==> src/rtl/cpu_pkg.sv <==
// Shared CPU definitions: multi-register opcode patterns, sequencer states and
// architectural register indices used by the LDM/STM sequencer and data_mem.
package cpu_pkg;

    localparam logic [4:0] OP_STM  = 5'b11000;   // instr[15:11]
    localparam logic [4:0] OP_LDM  = 5'b11001;   // instr[15:11]
    localparam logic [6:0] OP_PUSH = 7'b1011010;
    localparam logic [6:0] OP_POP  = 7'b1011110;

    localparam logic [3:0] REG_SP = 4'd13;
    localparam logic [3:0] REG_LR = 4'd14;
    localparam logic [3:0] REG_PC = 4'd15;

    typedef enum logic [1:0] {
        S_IDLE,
        S_XFER,
        S_DRAIN,
        S_DONE
    } seq_state_t;

    typedef enum logic [2:0] {
        K_NONE,
        K_STM,
        K_LDM,
        K_PUSH,
        K_POP
    } xfer_kind_t;

    function automatic xfer_kind_t decode_kind(input logic [6:0] op);
        if (op[6:2] == OP_STM)  return K_STM;
        if (op[6:2] == OP_LDM)  return K_LDM;
        if (op == OP_PUSH)      return K_PUSH;
        if (op == OP_POP)       return K_POP;
        return K_NONE;
    endfunction

endpackage

==> src/rtl/reg_list_pri_enc.sv <==
// Lowest-set-bit encoder over a 16-entry register list.
module reg_list_pri_enc (
    input  logic [15:0] list_i,
    output logic [3:0]  idx_o,
    output logic        valid_o
);

    always_comb begin
        idx_o   = '0;
        valid_o = 1'b0;
        for (int unsigned i = 0; i < 16; i++) begin
            if (list_i[i] && !valid_o) begin
                idx_o   = 4'(i);
                valid_o = 1'b1;
            end
        end
    end

endmodule

==> src/rtl/ldm_stm_sequencer.sv <==
// Multi-cycle PUSH/POP/STMIA/LDMIA sequencer: one memory word per cycle,
// load writeback one cycle after issue, single base writeback on completion.
module ldm_stm_sequencer
    import cpu_pkg::*;
#(
    parameter int unsigned ADDR_W = 32
) (
    input  logic              clk,
    input  logic              rst,
    input  logic              start,
    input  logic [15:0]       instr,
    input  logic [ADDR_W-1:0] base_val,
    output logic [3:0]        reg_rd_addr,
    input  logic [31:0]       reg_rd_data,
    output logic [ADDR_W-1:0] mem_addr,
    output logic              mem_write_en,
    output logic [6:0]        mem_op,
    output logic [31:0]       mem_wdata,
    input  logic [31:0]       mem_rdata,
    output logic              wb_en,
    output logic [3:0]        wb_addr,
    output logic [31:0]       wb_data,
    output logic              base_wb_en,
    output logic [3:0]        base_wb_addr,
    output logic [ADDR_W-1:0] base_wb_data,
    output logic              stall,
    output logic              done
);

    seq_state_t        state_q;
    logic [15:0]       list_q;
    logic              is_load_q;
    logic [ADDR_W-1:0] mem_addr_q;
    logic [6:0]        mem_op_q;
    logic              mem_we_q;
    logic              wb_en_q;
    logic [3:0]        wb_addr_q;
    logic [ADDR_W-1:0] base_new_q;
    logic [3:0]        base_reg_q;
    logic              base_ok_q;
    logic              done_q;
    logic              base_wb_en_q;
    logic [3:0]        base_wb_addr_q;
    logic [ADDR_W-1:0] base_wb_data_q;

    xfer_kind_t        kind;
    logic [15:0]       list_dec;
    logic [3:0]        rn_dec;
    logic [4:0]        cnt;
    logic [ADDR_W-1:0] span;
    logic [ADDR_W-1:0] start_addr;
    logic [ADDR_W-1:0] base_new;
    logic [3:0]        base_reg;
    logic              base_ok;
    logic              is_load_dec;
    logic              accept;

    logic [3:0]        cur_idx;
    logic              cur_valid;
    logic [15:0]       list_rest;

    always_comb begin
        kind     = decode_kind(instr[15:9]);
        rn_dec   = {1'b0, instr[10:8]};
        list_dec = '0;
        unique case (kind)
            K_STM, K_LDM: list_dec = {8'h00, instr[7:0]};
            K_PUSH:       list_dec = {1'b0, instr[8], 6'b0, instr[7:0]};
            K_POP:        list_dec = {instr[8], 7'b0, instr[7:0]};
            default:      list_dec = '0;
        endcase

        cnt = '0;
        for (int unsigned i = 0; i < 16; i++) begin
            cnt = cnt + 5'(list_dec[i]);
        end

        span        = ADDR_W'({cnt, 2'b00});
        start_addr  = (kind == K_PUSH) ? base_val - span : base_val;
        base_new    = (kind == K_PUSH) ? base_val - span : base_val + span;
        base_reg    = (kind == K_PUSH || kind == K_POP) ? REG_SP : rn_dec;
        // LDM that reloads its own base keeps the loaded value, not base+4N
        base_ok     = !(kind == K_LDM && list_dec[rn_dec]);
        is_load_dec = (kind == K_LDM || kind == K_POP);
        accept      = (state_q == S_IDLE) && start && (kind != K_NONE);
    end

    reg_list_pri_enc u_pri_enc (
        .list_i  (list_q),
        .idx_o   (cur_idx),
        .valid_o (cur_valid)
    );

    assign list_rest = list_q & (list_q - 16'd1);

    always_ff @(posedge clk) begin
        if (rst) begin
            state_q        <= S_IDLE;
            list_q         <= '0;
            is_load_q      <= 1'b0;
            mem_addr_q     <= '0;
            mem_op_q       <= '0;
            mem_we_q       <= 1'b0;
            wb_en_q        <= 1'b0;
            wb_addr_q      <= '0;
            base_new_q     <= '0;
            base_reg_q     <= '0;
            base_ok_q      <= 1'b0;
            done_q         <= 1'b0;
            base_wb_en_q   <= 1'b0;
            base_wb_addr_q <= '0;
            base_wb_data_q <= '0;
        end else begin
            wb_en_q        <= 1'b0;
            wb_addr_q      <= '0;
            done_q         <= 1'b0;
            base_wb_en_q   <= 1'b0;
            base_wb_addr_q <= '0;
            base_wb_data_q <= '0;
            unique case (state_q)
                S_IDLE: begin
                    if (accept) begin
                        list_q     <= list_dec;
                        is_load_q  <= is_load_dec;
                        mem_op_q   <= instr[15:9];
                        base_new_q <= base_new;
                        base_reg_q <= base_reg;
                        base_ok_q  <= base_ok;
                        if (cnt == '0) begin
                            state_q <= S_DONE;
                            done_q  <= 1'b1;
                        end else begin
                            state_q    <= S_XFER;
                            mem_addr_q <= start_addr;
                            mem_we_q   <= !is_load_dec;
                        end
                    end
                end
                S_XFER: begin
                    list_q    <= list_rest;
                    wb_en_q   <= is_load_q;
                    wb_addr_q <= is_load_q ? cur_idx : '0;
                    if (list_rest == '0) begin
                        mem_we_q <= 1'b0;
                        if (is_load_q) begin
                            state_q <= S_DRAIN;
                        end else begin
                            state_q        <= S_DONE;
                            done_q         <= 1'b1;
                            base_wb_en_q   <= base_ok_q;
                            base_wb_addr_q <= base_reg_q;
                            base_wb_data_q <= base_new_q;
                        end
                    end else begin
                        mem_addr_q <= mem_addr_q + ADDR_W'(4);
                    end
                end
                S_DRAIN: begin
                    state_q        <= S_DONE;
                    done_q         <= 1'b1;
                    base_wb_en_q   <= base_ok_q;
                    base_wb_addr_q <= base_reg_q;
                    base_wb_data_q <= base_new_q;
                end
                S_DONE: begin
                    state_q <= S_IDLE;
                end
                default: begin
                    state_q <= S_IDLE;
                end
            endcase
        end
    end

    assign reg_rd_addr  = (state_q == S_XFER && !is_load_q && cur_valid) ? cur_idx : '0;
    assign mem_addr     = mem_addr_q;
    assign mem_write_en = mem_we_q;
    assign mem_op       = mem_op_q;
    assign mem_wdata    = mem_we_q ? reg_rd_data : '0;
    assign wb_en        = wb_en_q;
    assign wb_addr      = wb_addr_q;
    assign wb_data      = wb_en_q ? mem_rdata : '0;
    assign base_wb_en   = base_wb_en_q;
    assign base_wb_addr = base_wb_addr_q;
    assign base_wb_data = base_wb_data_q;
    assign stall        = accept || (state_q == S_XFER) || (state_q == S_DRAIN);
    assign done         = done_q;

endmodule

==> config.mk <==
export PLATFORM = sky130hd
export DESIGN_NAME = ldm_stm_sequencer
export DESIGN_NICKNAME = d
export VERILOG_FILES = /design/src/rtl/cpu_pkg.sv /design/src/rtl/reg_list_pri_enc.sv /design/src/rtl/ldm_stm_sequencer.sv
export SDC_FILE = /design/constraint.sdc
export NUM_CORES = 1
export LEC_CHECK = 0
export BUFFER_PORTS_ARGS = -buffer_cell sky130_fd_sc_hd__clkbuf_2
export CORE_MARGIN = 2
export CORE_UTILIZATION = 35
export CTS_CLUSTER_SIZE = 14
export DETAILED_ROUTE_END_ITERATION = 10
export GPL_TIMING_DRIVEN = 0
export PLACE_DENSITY = 0.57
export REMOVE_ABC_BUFFERS = 1
export SLEW_MARGIN = 10
export SYNTH_ARGS = -nofsm -noshare
export SYNTH_HDL_FRONTEND = slang
export SYNTH_SLANG_ARGS = --single-unit
==> constraint.sdc <==
create_clock -name clk -period 10.6 [get_ports clk]
set_input_delay 1.06 -clock clk [delete_from_list [all_inputs] [get_ports clk]]
set_output_delay 1.06 -clock clk [all_outputs]
set_load 0.05 [all_outputs]
==> summary.txt, run 1 <==
Logic synthesis
  • Post-synth ARST share: 0%
  • Ys Warns: 0
  • Synth Flop Type: dfxtp_1
  • Synth unique cells: 76
  • Synth Register Bits: 139
  • Area of the mapped netlist: a little over 8000 µm²
  • Mapped Cells: between 1,000 and 1,500
  • Post-synthesis area per instance: 7.96 µm²
  • Seq/Total Area, Yosys: between 30% and 40%
  • EDFF count, synth: 0

Timing
  • Finish-stage setup viols: 0
  • Setup_tns: 0 ns
  • Max Clock Skew: 0.0159 ns
  • Tightest Pin Transition: around 1.2 ns
  • Crit path setup slack, layout: 3.61 ns
  • Period Utilization, post-route: about two thirds
  • Final Hold Fails: 0
  • RSZ-0062 raised after global routing: no
  • Hold slack: about 0.45 ns
  • Slew HR: 21.0%
  • Final slew viol count: 0
  • Final Critical Period: 6.99 ns
  • Fmax: roughly 140 MHz

Power
  • Int Pwr: between 0.001 and 0.0015 W
  • Pwr dens: roughly 160 nW/µm²
  • Peak VDD IR: a little over 0.0001 V
  • Clock power share: between 30 and 40%
  • Pleak: 4.39 nW
  • Switching Fraction: between 30% and 40%
  • NetSw: slightly above 0.0006 W
  • Flop pwr share: 35.5%
  • Comb power frac: a little over a quarter

Placement
  • Placer congestion estimate: roughly 0.91
  • DPL Wire Length: 20,800 µm
  • Number of I/O port buffers: 266
  • Pre-CTS setup slack: between 3 and 4 ns

Setup path
  • Peak fanout along the critical path: 9
  • Crit Reg-Reg Startpoint: state_q[0]$_SDFFE_PP0P_
  • Worst EP required: approximately 11 ns
  • Arr. time, crit path: around 7.3 ns
  • Crit Path Category: in2reg
  • Setup crit start: instr[13]
  • Setup crit end kind: flip-flop
  • CP Launch Type: input pin

Die
  • Starting Density: a little over a third
  • Row count: 56
  • Die Span X: between 150 and 200 µm
  • Total core area: roughly 23,000 µm²
  • Die Span Y: 158 µm
  • Top Ports: approximately 270
  • Die Area: between 20,000 and 25,000 µm²

Finish
  • Multi-input logic area: slightly above 5000 µm²
  • FF/Latch Area: between 2000 and 3000 µm²
  • Area growth syn-to-layout: 26.0%
  • FILL cells: approximately 2,400
  • Commonest non-fill, non-tap cell in the layout: clkbuf_2
  • Nets: about 1,400
  • Layout cells sized above 1: between 20% and 30%
  • Most frequent cells in the layout: clkbuf_2 (265), dfxtp_1 (139), nand2_1 (115), and2_1 (113), a21oi_1 (76)
  • Ant diodes: 0

Clock tree
  • CTS Hold Bufs: 0
  • Post_cts resized: 0
  • Clock Tree Root: clkbuf_16
  • Number of setup buffers added after CTS: 0
  • CTS Buffer Depth: 2
  • Worst-Skew Late Latency: 0.44 ns
  • CTS Buf Count: 17
  • Clock-pin transition on the worst setup and hold timing paths: 0.06 ns
  • # clock sinks: approximately 140
  • CTS tree: yes
  • CTS HTree Levels: 4

Routing
  • Vias per inst: approximately 5.3
  • 1st-iter DRT viols: just under 600
  • WL final: about 28,000 µm
  • Pre-Repair DR Iteration Count: 6
  • Avg WL per Cell: ~18 µm
  • DRC Markers: 0
  • Post-route ant nets: 0
  • Via count: between 8,000 and 9,000

Worst hold path
  • Hold_sp: base_new_q[10]$_SDFFE_PP0P_
  • Worst Hold Class: reg2reg

Global routing
  • Largest net degree at the start of global routing: 73
  • Tot GR Track Use: 21.8%
  • Vias in the first global route: between 7,000 and 8,000
  • Global-route wire length before repair: between 40,000 and 50,000 µm
  • Global route overflow: 0
  • Initial antenna violation count: 0

Run
  • Max Cap Viol: 0

Status
  • Status: complete, no violations
[stage by stage]
| stage | power [W] | util (%) | std cells | area (µm²) |
|---|---|---|---|---|
| after floorplan | 0.000873 | - | 971 | 7980 |
| after global placement | 0.00102 | 41.5 | 1556 | 9710 |
| after detailed placement | 0.00104 | 42.2 | 1563 | 9860 |
| after CTS | 0.00164 | 44.7 | 1595 | 10500 |
| after global routing | 0.00171 | 44.7 | 1595 | 10500 |
| final | 0.00163 | 44.7 | 1595 | 10500 |
[cell families (layout without fill, tap and decap cells)]
group           Yosys count  after routing  synth area share [%]
xor+xnor                 45             45                  4.75
buf+inv                 100            334                  5.16
fa+ha+maj                25             25                  4.50
flops                   139            139                  33.5
simple gates            484            484                  31.9
compound gates          241            241                  18.8
mux                       8              8                  1.28
[synthesized netlist by cell type (6+ instances only)]
cell type | count | area share [%]
clkbuf_1 | 50 | 2.3
nor4_1 | 26 | 2.0
and3_1 | 8 | 0.60
inv_1 | 29 | 1.3
nor3_1 | 33 | 2.0
buf_2 | 9 | 0.54
nor2_1 | 70 | 3.2
a21o_1 | 7 | 0.63
or4_1 | 9 | 0.81
nor3b_1 | 12 | 1.1
a32oi_1 | 7 | 0.74
o31ai_1 | 6 | 0.54
nand3_1 | 33 | 2.0
a21oi_1 | 77 | 4.6
nand3b_1 | 9 | 0.81
nand2b_1 | 7 | 0.53
fa_1 | 8 | 1.9
ha_1 | 17 | 2.6
nand4_1 | 10 | 0.75
a22oi_1 | 6 | 0.54
dfxtp_1 | 139 | 34
or3_1 | 9 | 0.68
nand2_1 | 115 | 5.2
o21ai_0 | 49 | 3.0
xnor2_1 | 34 | 3.6
a211oi_1 | 23 | 2.1
o211ai_1 | 10 | 0.91
a31oi_1 | 9 | 0.68
xor2_1 | 11 | 1.2
and2_1 | 113 | 8.5
buf_1 | 6 | 0.27
[power by group through the flow]
stage / clock, W / combinational [W] / sequential [W]
6_report: 0.000606 / 0.000447 / 0.000578
5_1_grt: 0.000638 / 0.000489 / 0.000583
4_1_cts: 0.000615 / 0.000448 / 0.000578
3_5_place_dp: 0 / 0.000445 / 0.000590
3_3_place_gp: 0 / 0.000431 / 0.000589
2_1_floorplan: 0 / 0.000234 / 0.000639
[layer usage]
layer / vias up / wire length (µm) / global-route usage (%)
met1: 3958 / 12400 / 28.4
li1: 4161 / - / -
met5: - / 0 / 0
met3: 22 / 1810 / 4.27
met4: 0 / 329 / 5.19
met2: 331 / 13500 / 37.0
[final cells by class]
| type | count | area share, % |
|---|---|---|
| inverters | 29 | 1.04 |
| multi-input cells | 803 | 49.1 |
| repair buffers | 273 | 13.8 |
| clock buffers | 18 | 4.20 |
| clock inverters | 14 | 1.41 |
| flip-flops and latches | 139 | 26.6 |
| well taps | 319 | 3.82 |
[worst max-delay path, stage by stage]
cell,delay (ns)
clkbuf_2,0.11
nor3b_1,0.44
a31oi_1,0.08
nor2b_1,0.48
nand2_1,0.16
fa_1,0.61
fa_1,0.46
fa_1,0.50
inv_1,0.05
ha_1,0.20
fa_1,0.66
ha_1,0.30
or2_2,0.31
a2111oi_0,0.77
nor4_1,0.27
nor3b_2,0.25
xor2_1,0.26
o21ai_0,0.13
a221oi_1,0.25
[sequential cells by signal, indices dropped and copies added, names as in the netlist, 2 cells and up]
signal / cells
state_q: 2
base_new_q: 32
base_reg_q: 4
wb_addr: 4
mem_op: 7
list_q: 16
mem_addr: 32
base_wb_data: 32
base_wb_addr: 4
[final timing paths]
path	to	slack [ns]	cells after the start
max	mem_addr[29]$_SDFFE_PP0P_	3.61	19
max reg2reg	mem_addr[31]$_SDFFE_PP0P_	7.00	9
min reg2reg	base_new_q[10]$_SDFFE_PP0P_	0.45	2
min	base_new_q[10]$_SDFFE_PP0P_	0.45	2
(Power assumes the default switching activity.)
==> run 2: changes to the inputs <==
==> constraint.sdc (replaced) <==
create_clock -name clk -period 7.1 [get_ports clk]
set_input_delay 0.71 -clock clk [delete_from_list [all_inputs] [get_ports clk]]
set_output_delay 0.71 -clock clk [all_outputs]
set_load 0.05 [all_outputs]
==> run 2 against run 1 <==
Against the previous run:
- design area hardly changed
- register-to-register slack worse by 3.5 ns
- core utilization hardly changed
- power is 49% higher
- die area stayed put
- final cell count stayed put
- critical endpoint is now mem_addr[27]$_SDFFE_PP0P_
==> summary.txt, run 2 (synthesized netlist as in run 1, its figures left out) <==
Status
  • Status: complete, no violations (unchanged)

Power
  • Clock power share: 37.1% (was 37.2%)
  • Flop pwr share: 35.5% (about the same)
  • Pleak: 4.39 nW (about the same)
  • Int Pwr: 0.00153 W (was 0.00103 W)
  • NetSw: 0.000903 W (was 0.000605 W)
  • Comb power frac: 27.4% (about the same)
  • Switching Fraction: 37.1% (about the same)
  • Peak VDD IR: 0.000149 V (was 0.000101 V)
  • Power Total: 0.00244 W (was 0.00163 W)
  • Pwr dens: 233 nW/µm² (was 156 nW/µm²)

Setup path
  • Crit Reg-Reg Startpoint: state_q[0]$_SDFFE_PP0P_ (unchanged)
  • CP Launch Type: input pin (unchanged)
  • Peak fanout along the critical path: 9 (unchanged)
  • FF-to-FF path depth: 9 (unchanged)
  • Reg2Reg Capture Point: mem_addr[31]$_SDFFE_PP0P_ (unchanged)
  • Crit Path Category: in2reg (unchanged)
  • Worst EP required: 7.44 ns (was 10.94 ns)
  • Setup crit end kind: flip-flop (unchanged)
  • Arr. time, crit path: 6.96 ns (was 7.33 ns)
  • Worst reg-to-reg setup slack: 3.50 ns (was 7.00 ns)

Timing
  • Final slew viol count: 0 (unchanged)
  • Tightest Pin Transition: 1.18 ns (about the same)
  • Final Critical Period: 6.62 ns
  • Fmax: around 150 MHz
  • Period Utilization, post-route: 93.3%
  • Final Hold Fails: 0 (unchanged)
  • Max Clock Skew: 0.0151 ns (was 0.0159 ns)
  • Finish-stage setup viols: 0 (unchanged)
  • Slew HR: 21.6% (was 21.0%)
  • RSZ-0062 raised after global routing: no (unchanged)

Finish
  • Multi-input logic area: 5130 µm² (about the same)
  • FF/Latch Area: 2780 µm² (unchanged)
  • FILL cells: 2,407 (unchanged)
  • Commonest non-fill, non-tap cell in the layout: clkbuf_2 (unchanged)
  • Layout cells sized above 1: 26.0% (was 25.9%)
  • Ant diodes: 0 (unchanged)
  • Post-Route Utilization: 44.7% (about the same)
  • Non-Filler Instances: 1,595 (unchanged)
  • Most frequent cells in the layout: clkbuf_2 (265), dfxtp_1 (139), nand2_1 (115), and2_1 (113), a21oi_1 (76) (unchanged)
  • Nets: 1,403 (unchanged)
  • Final instance area: 10,500 µm² (about the same)
  • Area growth syn-to-layout: 26.1% (was 26.0%)

Global routing
  • Global-route wire length before repair: 42,000 µm (unchanged)
  • Initial antenna violation count: 0 (unchanged)
  • Tot GR Track Use: 21.8% (unchanged)
  • Largest net degree at the start of global routing: 73 (unchanged)
  • Vias in the first global route: 7,660 (unchanged)
  • Global route overflow: 0 (unchanged)

Worst hold path
  • Hold EP: base_new_q[10]$_SDFFE_PP0P_ (unchanged)
  • Hold depth: 2 (unchanged)
  • Hold_sp: base_new_q[10]$_SDFFE_PP0P_ (unchanged)
  • Worst Hold Class: reg2reg (unchanged)

Die
  • Row count: 56 (unchanged)
  • Top Ports: 267 (unchanged)
  • Total core area: 23,400 µm² (unchanged)
  • Starting Density: 35.4% (unchanged)
  • Die Area: 24,900 µm² (unchanged)
  • Die Span Y: 158 µm (unchanged)
  • Die Span X: 158 µm (unchanged)

Clock tree
  • CTS Hold Bufs: 0 (unchanged)
  • Post_cts resized: 0 (unchanged)
  • Number of setup buffers added after CTS: 0 (unchanged)
  • CTS Buffer Depth: 2 (unchanged)
  • CTS tree: yes (unchanged)
  • Worst-Skew Late Latency: 0.43 ns (was 0.44 ns)
  • CTS HTree Levels: 4 (unchanged)
  • CTS Buf Count: 17 (unchanged)
  • Clock-pin transition on the worst setup and hold timing paths: 0.07 ns (was 0.06 ns)
  • Clock Tree Root: clkbuf_16 (unchanged)
  • # clock sinks: 139 (unchanged)

Routing
  • 1st-iter DRT viols: 582 (was 579)
  • Via count: 8,472 (unchanged)
  • Avg WL per Cell: 17.5 µm (was 17.6 µm)
  • Pre-Repair DR Iteration Count: 5 (was 6)
  • WL final: 28,000 µm (about the same)
  • Vias per inst: 5.31 (unchanged)
  • Post-route ant nets: 0 (unchanged)
  • DRC Markers: 0 (unchanged)

Placement
  • DPL Wire Length: 20,800 µm (unchanged)
  • Placer congestion estimate: 0.906 (unchanged)
  • Placed insts: 1,563 (unchanged)
  • Area after DPL: 9860 µm² (unchanged)
  • Number of I/O port buffers: 266 (unchanged)

Run
  • Max Cap Viol: 0 (unchanged)
[run 2: critical path, stage by stage]
cell,delay [ns]
clkbuf_2,0.11
nor3b_1,0.44
a31oi_1,0.08
nor2b_1,0.48
nand2_1,0.16
fa_1,0.61
fa_1,0.46
fa_1,0.50
inv_1,0.05
ha_1,0.20
fa_1,0.38
xor2_1,0.21
ha_1,0.42
nor2b_1,0.24
a211oi_1,0.15
nor4_1,0.88
nand2_1,0.16
xnor2_1,0.35
o21ai_0,0.14
a221oi_1,0.26
[run 2: worst max-delay path by stage]
stage,from,end,cells after the start,slack (ns)
2_1_floorplan,instr[12],mem_addr[31]$_SDFFE_PP0P_,15,1.09
3_3_place_gp,instr[10],mem_addr[21]$_SDFFE_PP0P_,8,-2.10
3_5_place_dp,instr[13],mem_addr[29]$_SDFFE_PP0P_,19,0.04
4_1_cts,instr[10],mem_addr[29]$_SDFFE_PP0P_,19,0.43
5_1_grt,instr[13],mem_addr[27]$_SDFFE_PP0P_,20,0.02
6_report,instr[13],mem_addr[27]$_SDFFE_PP0P_,20,0.48
[run 2: layer usage]
metal  vias up  share of wire [%]  global-route usage [%]
li1       4164                  -                       -
met1      3960                 44                    28.4
met4         0                1.2                    5.19
met5         -                  0                       0
met2       326                 48                    37.0
met3        22                6.3                    4.27
[run 2: power groups by stage]
stage	registers (W)	logic, W	clock network [W]
after floorplan	0.000954	0.000350	0
after global placement	0.000879	0.000644	0
after detailed placement	0.000881	0.000665	0
after CTS	0.000863	0.000669	0.000919
after global routing	0.000870	0.000730	0.000952
final	0.000864	0.000667	0.000905
[run 2: layout make-up]
class | count | share of cell area (%)
Tap cell | 319 | 3.82
Multi-Input combinational cell | 803 | 49.1
Timing Repair Buffer | 273 | 13.8
Clock inverter | 14 | 1.41
Sequential cell | 139 | 26.6
Inverter | 29 | 1.04
Clock buffer | 18 | 4.20
[run 2: per-stage QoR]
stage	setup TNS [ns]	worst slack [ns]	hold slack [ns]
2_1_floorplan	0	1.09	0.421
3_3_place_gp	-35.52	-2.10	0.431
3_5_place_dp	0	0.0377	0.440
4_1_cts	0	0.425	0.450
5_1_grt	0	0.0156	0.465
6_report	0	0.475	0.448
